`src/rtl/vram_pkg.sv`:
```
// vram_pkg: framebuffer geometry, pixel/command types and fill FSM states shared by the VRAM blocks.
package vram_pkg;
  localparam logic [8:0] FB_WIDTH_DEF = 9'd160;
  localparam logic [8:0] FB_HEIGHT_DEF = 9'd120;
  localparam logic [15:0] FB_BASE_DEF = 16'h0000;
  typedef struct packed {
    logic [3:0] spare;
    logic [3:0] r;
    logic [3:0] g;
    logic [3:0] b;
  } pixel_t;
  typedef struct packed {
    logic [7:0] x;
    logic [7:0] y;
    logic [7:0] w;
    logic [7:0] h;
    pixel_t color;
  } fill_cmd_t;
  typedef logic [1:0] state_t;
  localparam state_t S_IDLE = 2'd0;
  localparam state_t S_SETUP = 2'd1;
  localparam state_t S_WRITE = 2'd2;
  localparam state_t S_DONE = 2'd3;
endpackage

```
`src/rtl/vram_fill.sv`:
```
// vram_fill: clipped rectangle fill, one pixel write per cycle into VRAM with write-port backpressure.
module vram_fill
  import vram_pkg::*;
#(
  parameter logic [8:0] FB_WIDTH = FB_WIDTH_DEF,
  parameter logic [8:0] FB_HEIGHT = FB_HEIGHT_DEF,
  parameter logic [15:0] FB_BASE = FB_BASE_DEF
) (
  input  logic        clock,
  input  logic        clear,
  input  logic        cmd_valid,
  output logic        cmd_ready,
  input  logic [7:0]  cmd_x,
  input  logic [7:0]  cmd_y,
  input  logic [7:0]  cmd_w,
  input  logic [7:0]  cmd_h,
  input  logic [15:0] cmd_color,
  output logic        wr_en,
  output logic [15:0] wr_addr,
  output logic [15:0] wr_data,
  input  logic        wr_ready,
  output logic        busy,
  output logic        done
);
  state_t state;
  fill_cmd_t cmd;
  logic [7:0] col, row, nxt_col;
  logic [15:0] row_base, nxt_base, setup_base;
  logic [8:0] x_end, y_end;
  logic empty, last_col, last_row;

  function automatic logic [8:0] clip(input logic [7:0] a, input logic [7:0] b, input logic [8:0] lim);
    logic [8:0] s;
    s = {1'b0, a} + {1'b0, b};
    return s > lim ? lim : s;
  endfunction

  assign x_end = clip(cmd.x, cmd.w, FB_WIDTH);
  assign y_end = clip(cmd.y, cmd.h, FB_HEIGHT);
  assign empty = cmd.w == 8'd0 || cmd.h == 8'd0 || {1'b0, cmd.x} >= FB_WIDTH || {1'b0, cmd.y} >= FB_HEIGHT;
  assign last_col = {1'b0, col} + 9'd1 == x_end;
  assign last_row = {1'b0, row} + 9'd1 == y_end;
  assign nxt_col = last_col ? cmd.x : col + 8'd1;
  assign nxt_base = last_col ? row_base + 16'(FB_WIDTH) : row_base;
  assign setup_base = FB_BASE + 16'(cmd.y) * 16'(FB_WIDTH);
  assign cmd_ready = clear && state == S_IDLE;

  always_ff @(posedge clock or negedge clear) begin
    if (!clear) begin
      state <= S_IDLE;
      cmd <= '0;
      col <= '0;
      row <= '0;
      row_base <= '0;
      wr_en <= 1'b0;
      wr_addr <= '0;
      wr_data <= '0;
      busy <= 1'b0;
      done <= 1'b0;
    end else begin
      case (state)
        S_IDLE: if (cmd_valid) begin
          cmd <= '{x: cmd_x, y: cmd_y, w: cmd_w, h: cmd_h, color: cmd_color};
          busy <= 1'b1;
          state <= S_SETUP;
        end
        S_SETUP: if (empty) begin
          done <= 1'b1;
          state <= S_DONE;
        end else begin
          col <= cmd.x;
          row <= cmd.y;
          row_base <= setup_base;
          wr_en <= 1'b1;
          wr_addr <= setup_base + 16'(cmd.x);
          wr_data <= cmd.color;
          state <= S_WRITE;
        end
        // outputs advance only when the port takes the current write, so stalls hold them
        S_WRITE: if (wr_ready) begin
          if (last_col && last_row) begin
            wr_en <= 1'b0;
            done <= 1'b1;
            state <= S_DONE;
          end else begin
            col <= nxt_col;
            row <= last_col ? row + 8'd1 : row;
            row_base <= nxt_base;
            wr_addr <= nxt_base + 16'(nxt_col);
          end
        end
        default: begin
          done <= 1'b0;
          busy <= 1'b0;
          state <= S_IDLE;
        end
      endcase
    end
  end
endmodule

```
`config.mk`:
```
export PLATFORM = sky130hd
export DESIGN_NAME = vram_fill
export DESIGN_NICKNAME = d
export VERILOG_FILES = /design/src/rtl/vram_pkg.sv /design/src/rtl/vram_fill.sv
export SDC_FILE = /design/constraint.sdc
export NUM_CORES = 1
export LEC_CHECK = 0
export CORE_AREA = 2 2 142 144
export CTS_CLUSTER_SIZE = 28
export DETAILED_ROUTE_END_ITERATION = 10
export DIE_AREA = 0 0 144 146
export HOLD_SLACK_MARGIN = 0.06
export PLACE_DENSITY = 0.61
export RECOVER_POWER = 25
export SETUP_SLACK_MARGIN = 0.02
export SYNTH_ARGS = -nofsm -noshare
export SYNTH_HDL_FRONTEND = slang
export SYNTH_SLANG_ARGS = --single-unit
```
`constraint.sdc`:
```
create_clock -name clock -period 14.9 [get_ports clock]
set_input_delay 1.49 -clock clock [delete_from_list [all_inputs] [get_ports clock]]
set_output_delay 1.49 -clock clock [all_outputs]
set_load 0.03 [all_outputs]
```
* Yosys cells after proc, flatten, opt, wreduce, memory -nomap -nowiden
Cells that the tools add are included.
** Cells by class
- Order comparisons :: 4
- Bitwise gates (word level) :: 3
- Multiply operators :: 1
- Reductions and logical operators :: 18
- Add/subtract/negate cells :: 9
- Eq/ne operators :: 11
- Mux-type cells :: 36
** Operators by type and width (number)
- 2-to-1 mux 16 bit :: 7
- 2-to-1 mux 8 bit :: 8
- one-hot mux 16 bit (2 select lines) :: 2
- adder 16 x 8 -> 16 bit :: 2
- one-hot mux 8 bit (2 select lines) :: 2
- adder 8 x 1 -> 9 bit, second input constant :: 2
- adder 8 x 8 -> 9 bit :: 2
- equality test 9 bit :: 2
- 2-to-1 mux 9 bit :: 2
- adder 16 x 8 -> 16 bit, second input constant :: 1
- adder 8 x 1 -> 8 bit, second input constant :: 2
- logical NOT 8 bit :: 2
- inequality test 2 bit, second input constant :: 7
- AND reduction 4 bit :: 3
- multiplier 8 x 3 -> 11 bit, second input constant :: 1
- greater-than comparator 9 x 7 -> 1 bit, second input constant :: 1
- greater-than comparator 9 x 8 -> 1 bit, second input constant :: 1
- >= comparator 8 x 7 -> 1 bit, second input constant :: 1
- >= comparator 8 bit, second input constant :: 1
- 2-to-1 mux 1 bit :: 8
- 2-to-1 mux 2 bit :: 3
- one-hot mux 2 bit (3 select lines) :: 1
- AND reduction 2 bit :: 3
- AND reduction 5 bit :: 1
- 11 further kinds :: 17
** Storage, ports and cells
- Output and inout bits :: 36
- Register bits after elaboration :: 117
- Bits of input ports :: 52
- Logic and storage cells :: 99

* Longest topological paths before layout
- Word-level depth :: 9
- Mapped depth :: 24
- Gate-level depth less buffers :: 22

* Least setup slack after synthesis
Ideal clock, no wire load.
- Path type :: reg2reg
- Start point :: register cmd[24] (netlist bit)
- End point :: register wr_addr[12]
- Required time :: 14.759 ns
- Path buffers :: 2
- Clock period less this slack :: 4.826 ns
- Slack :: 10.074 ns
- Arrival :: 4.684 ns
- Stages on the path, launching flop included :: 23
- Library setup time :: 0.141 ns
- Cells stage by stage :: dfrtp_1 > ha_1 > inv_1 > fa_1 > nand2b_1 > a211oi_2 > nor2_2 > xor2_2 > and4b_4 > a2111oi_4 > nand4_4 > or2_1 > buf_2 > buf_1 > nor2_1 > a21oi_1 > ha_1 > a21o_1 > a21oi_1 > a32oi_2 > and3_1 > o21ai_1 > a31oi_1
** On the way
- Cells in the longest elaborated chain, start to end :: 9
- Elaborated cells between the ends (all ways) :: 18
- Classes of those cells :: add/sub (2); order compare (1); eq/ne (3); mux (6); reduce/logical (6)
** Ends and longest elaborated chain
- start: declaration :: line vram_fill.sv:26 : fill_cmd_t cmd;
- start signal: assignment :: line vram_fill.sv:63 : cmd <= '{x: cmd_x, y: cmd_y, w: cmd_w, h: cmd_h, color: cmd_color};
- adder 8 x 8 -> 9 bit :: line vram_fill.sv:34 : s = {1'b0, a} + {1'b0, b};
- greater-than comparator 9 x 8 -> 1 bit :: line vram_fill.sv:35 : return s > lim ? lim : s;
- 2-to-1 mux 9 bit :: line vram_fill.sv:35
- equality test 9 bit :: line vram_fill.sv:41 : assign last_col = {1'b0, col} + 9'd1 == x_end;
- 2-to-1 mux 16 bit / 2-to-1 mux 8 bit (equally long branches) :: line vram_fill.sv:44, vram_fill.sv:43
- adder 16 x 8 -> 16 bit :: line vram_fill.sv:89 : wr_addr <= nxt_base + 16'(nxt_col);
- 2-to-1 mux 16 bit :: line vram_fill.sv:81 : if (last_col && last_row) begin
- 2-to-1 mux 16 bit :: line vram_fill.sv:80 : S_WRITE: if (wr_ready) begin
- one-hot mux 16 bit (2 select lines) :: line vram_fill.sv:61 : case (state)
- end signal: assignment :: line vram_fill.sv:75 : wr_addr <= setup_base + 16'(cmd.x);
- end signal: assignment :: line vram_fill.sv:89
- end: declaration :: line vram_fill.sv:19 : output logic [15:0] wr_addr,
Parallel ways exist; a longest one is shown, timed or not. The select of a mux whose other input is x is not followed.
A chain may end at the register's enable or synchronous reset.

* Worst setup path in the final report
- Start point :: input clear
- End point :: output cmd_ready
** On the way
- Cells in the longest elaborated chain, start to end :: 1
** Ends and longest elaborated chain
- start: declaration :: line vram_fill.sv:10 : input logic clear,
- logical AND 1 bit :: line vram_fill.sv:46 : assign cmd_ready = clear && state == S_IDLE;
- end: declaration :: line vram_fill.sv:12 : output logic cmd_ready,
Every way passes these cells.

==> run metrics <==
outcome complete, but fails checks; failing checks capacitance limit, slew limit; worst slew pin tran 3.49 ns; Avg Synthesized Cell Area 9.57 µm²; Most used DFF post-synth dfrtp_1; Post-synth EDFFs 0; Diodes inserted 0; Nets 963; Fmax 0.155 GHz; Ys Warns 0; register area share after synthesis 36.3%; largest cells by area after synthesis dfrtp_1 36%, mux2_2 9.8%, ha_1 6.9%; die width 144 µm; dominant cell type by area after synthesis dfrtp_1; most common cell after layout, fill and taps aside dfrtp_1; post-CTS setup buffer count 0; Worst slew margin -133%; initial DRC count 404; #FFs+latches synth 111; hold crit path type reg -> reg; All-Layer GR Usage 19.3%; worst-path fanout max 60; Crit. End Element output port; unrepaired setup endpoints after global routing no; initial antenna violation count 0; remaining global-route overflow 0; core area 19300 µm²; Synth cell types 82; GP Congestion 0.811; CTS Sinks 111; H-tree depth 3; 1st-pass router iterations 5; Port Buf Inserts 87; largest net degree at the start of global routing 61; most frequent cells in the layout 111 x dfrtp_1, 85 x clkdlybuf4s50_1, 67 x mux2_2; final setup violation count 0; Mapped Nets 898; critical path class in -> out; asr flop ratio synth 100%; Post-CTS Hold Buffers 0; vias in the first global route 6042; Fin Setup TNS 0 ns; vias post-DR 6166; Detailed Route WL 19300 µm; final hold violations 0; clk root buf clkbuf_16; row count 51; starting density of the core 39.6%; routed len/inst 17.0 µm; Die H 146 µm; Crit path required time 13.41 ns; clock transition at the registers of the reported paths 0.08 ns; die footprint 21000 µm²; clock skew 0.0163 ns; Post-DRT Antenna Nets 0; clock latency on the worst-skew pair 0.36 ns; CTS Buf Count 9; DRC viols 0; Worst Path Arrival 4.95 ns; period utilization 43.2%; first-pass GRT wire length 32200 µm; Synth top area share 36.3%; crit path launch type input port; Layout area overhead 18.0%; share of layout cells above drive strength 1 13.6%; Syn Inst Count 800; drt via density 5.43; Slew Viols, Final 61; Clock Tree Buf Depth 2; Final min period 6.44 ns; TritonCTS clock tree done; Fill cells 1849; HPWL after DPL 14100 µm; # resized after CTS 0; Mapped Area 7660 µm²; I/O pin total 88; # Max-Cap Violations 1
## worst max-delay path, stage by stage
cell and delay (ns):
clkbuf_1 2.42, and2_1 0.33, clkdlybuf4s50_1 0.68
## path summary, 6_finish.rpt
kind                                 start            to  slack [ns]  depth (start not counted)
worst max-delay path                 clear     cmd_ready        8.46                          3
worst min-delay path            wr_addr[2]    wr_addr[2]        0.48                          2
worst max register to register     cmd[40]   wr_addr[12]        9.46                         20
worst min register to register  wr_addr[2]    wr_addr[2]        0.48                          2
max in group asynchronous            clear   wr_data[10]       10.48                          2
min in group asynchronous            clear  row_base[14]        2.31                          1
## area by class of cell
| class | count | area, µm² | share of cell area [%] |
|---|---|---|---|
| Inverter | 26 | 97.6 | 1.08 |
| Sequential cell | 111 | 2780 | 30.7 |
| Clock buffer | 9 | 225 | 2.49 |
| Timing Repair Buffer | 92 | 902 | 9.98 |
| Multi-Input combinational cell | 625 | 4630 | 51.2 |
| Clock inverter | 7 | 81.3 | 0.899 |
| Tap cell | 265 | 332 | 3.67 |
## state kept, by name, indices dropped and copies added, names as in the netlist
| name | cells |
|---|---|
| done | 1 |
| wr_en | 1 |
| col | 8 |
| wr_data | 16 |
| state | 2 |
| row_base | 11 |
| wr_addr | 15 |
| row | 8 |
| busy | 1 |
| cmd | 48 |
## synth_stat cells (8+ instances only)
library cell and instances:
o22ai_1 10, xor2_1 20, buf_2 8, inv_1 26, ha_1 42, xnor2_1 32, nand2b_1 13, o21ai_0 44
nand3_1 21, mux2_2 67, a21oi_1 48, nor2_1 62, nor3_1 15, mux2i_1 14, nand2_1 64, clkbuf_1 23
a21o_1 21, dfrtp_1 111
## cells by family after synthesis
kind of cell / Yosys count / synth area share [%]
AND/OR/NAND/NOR: 240 / 16.1
AO/OA/AOI/OAI: 203 / 18.1
flip-flops: 111 / 36.3
multiplexers: 81 / 11.7
buffers and inverters: 64 / 3.51
XOR/XNOR: 54 / 6.37
adder cells (fa/ha/maj): 46 / 7.91
other: 1 / 0.0490
## through the flow
stage | instance area [µm²] | setup slack, ns | instances | hold slack [ns] | utilization, %
2_1_floorplan | 7660 | 10.07 | 800 | 0.475 | -
5_1_grt | 9040 | 7.86 | 1135 | 0.520 | 46.8
3_5_place_dp | 8740 | 9.51 | 1119 | 0.469 | 45.2
4_1_cts | 9050 | 9.47 | 1135 | 0.489 | 46.8
6_report | 9040 | 8.46 | 1135 | 0.476 | 46.8
3_3_place_gp | 8740 | 9.61 | 1119 | 0.462 | 45.2
## layer usage
metal / vias up / part of all wire (%) / track usage (%) / wire (µm)
met3: 14 / 6.7 / 5.13 / 1300
met2: 144 / 44 / 28.6 / 8480
li1: 3047 / - / - / -
met5: - / 0 / 0 / 0
met4: 0 / 1.5 / 5.05 / 296
met1: 2961 / 48 / 27.7 / 9190
Power is not shown: default switching activity piles up to over one toggle a cycle in this logic, so the estimate is an artifact.
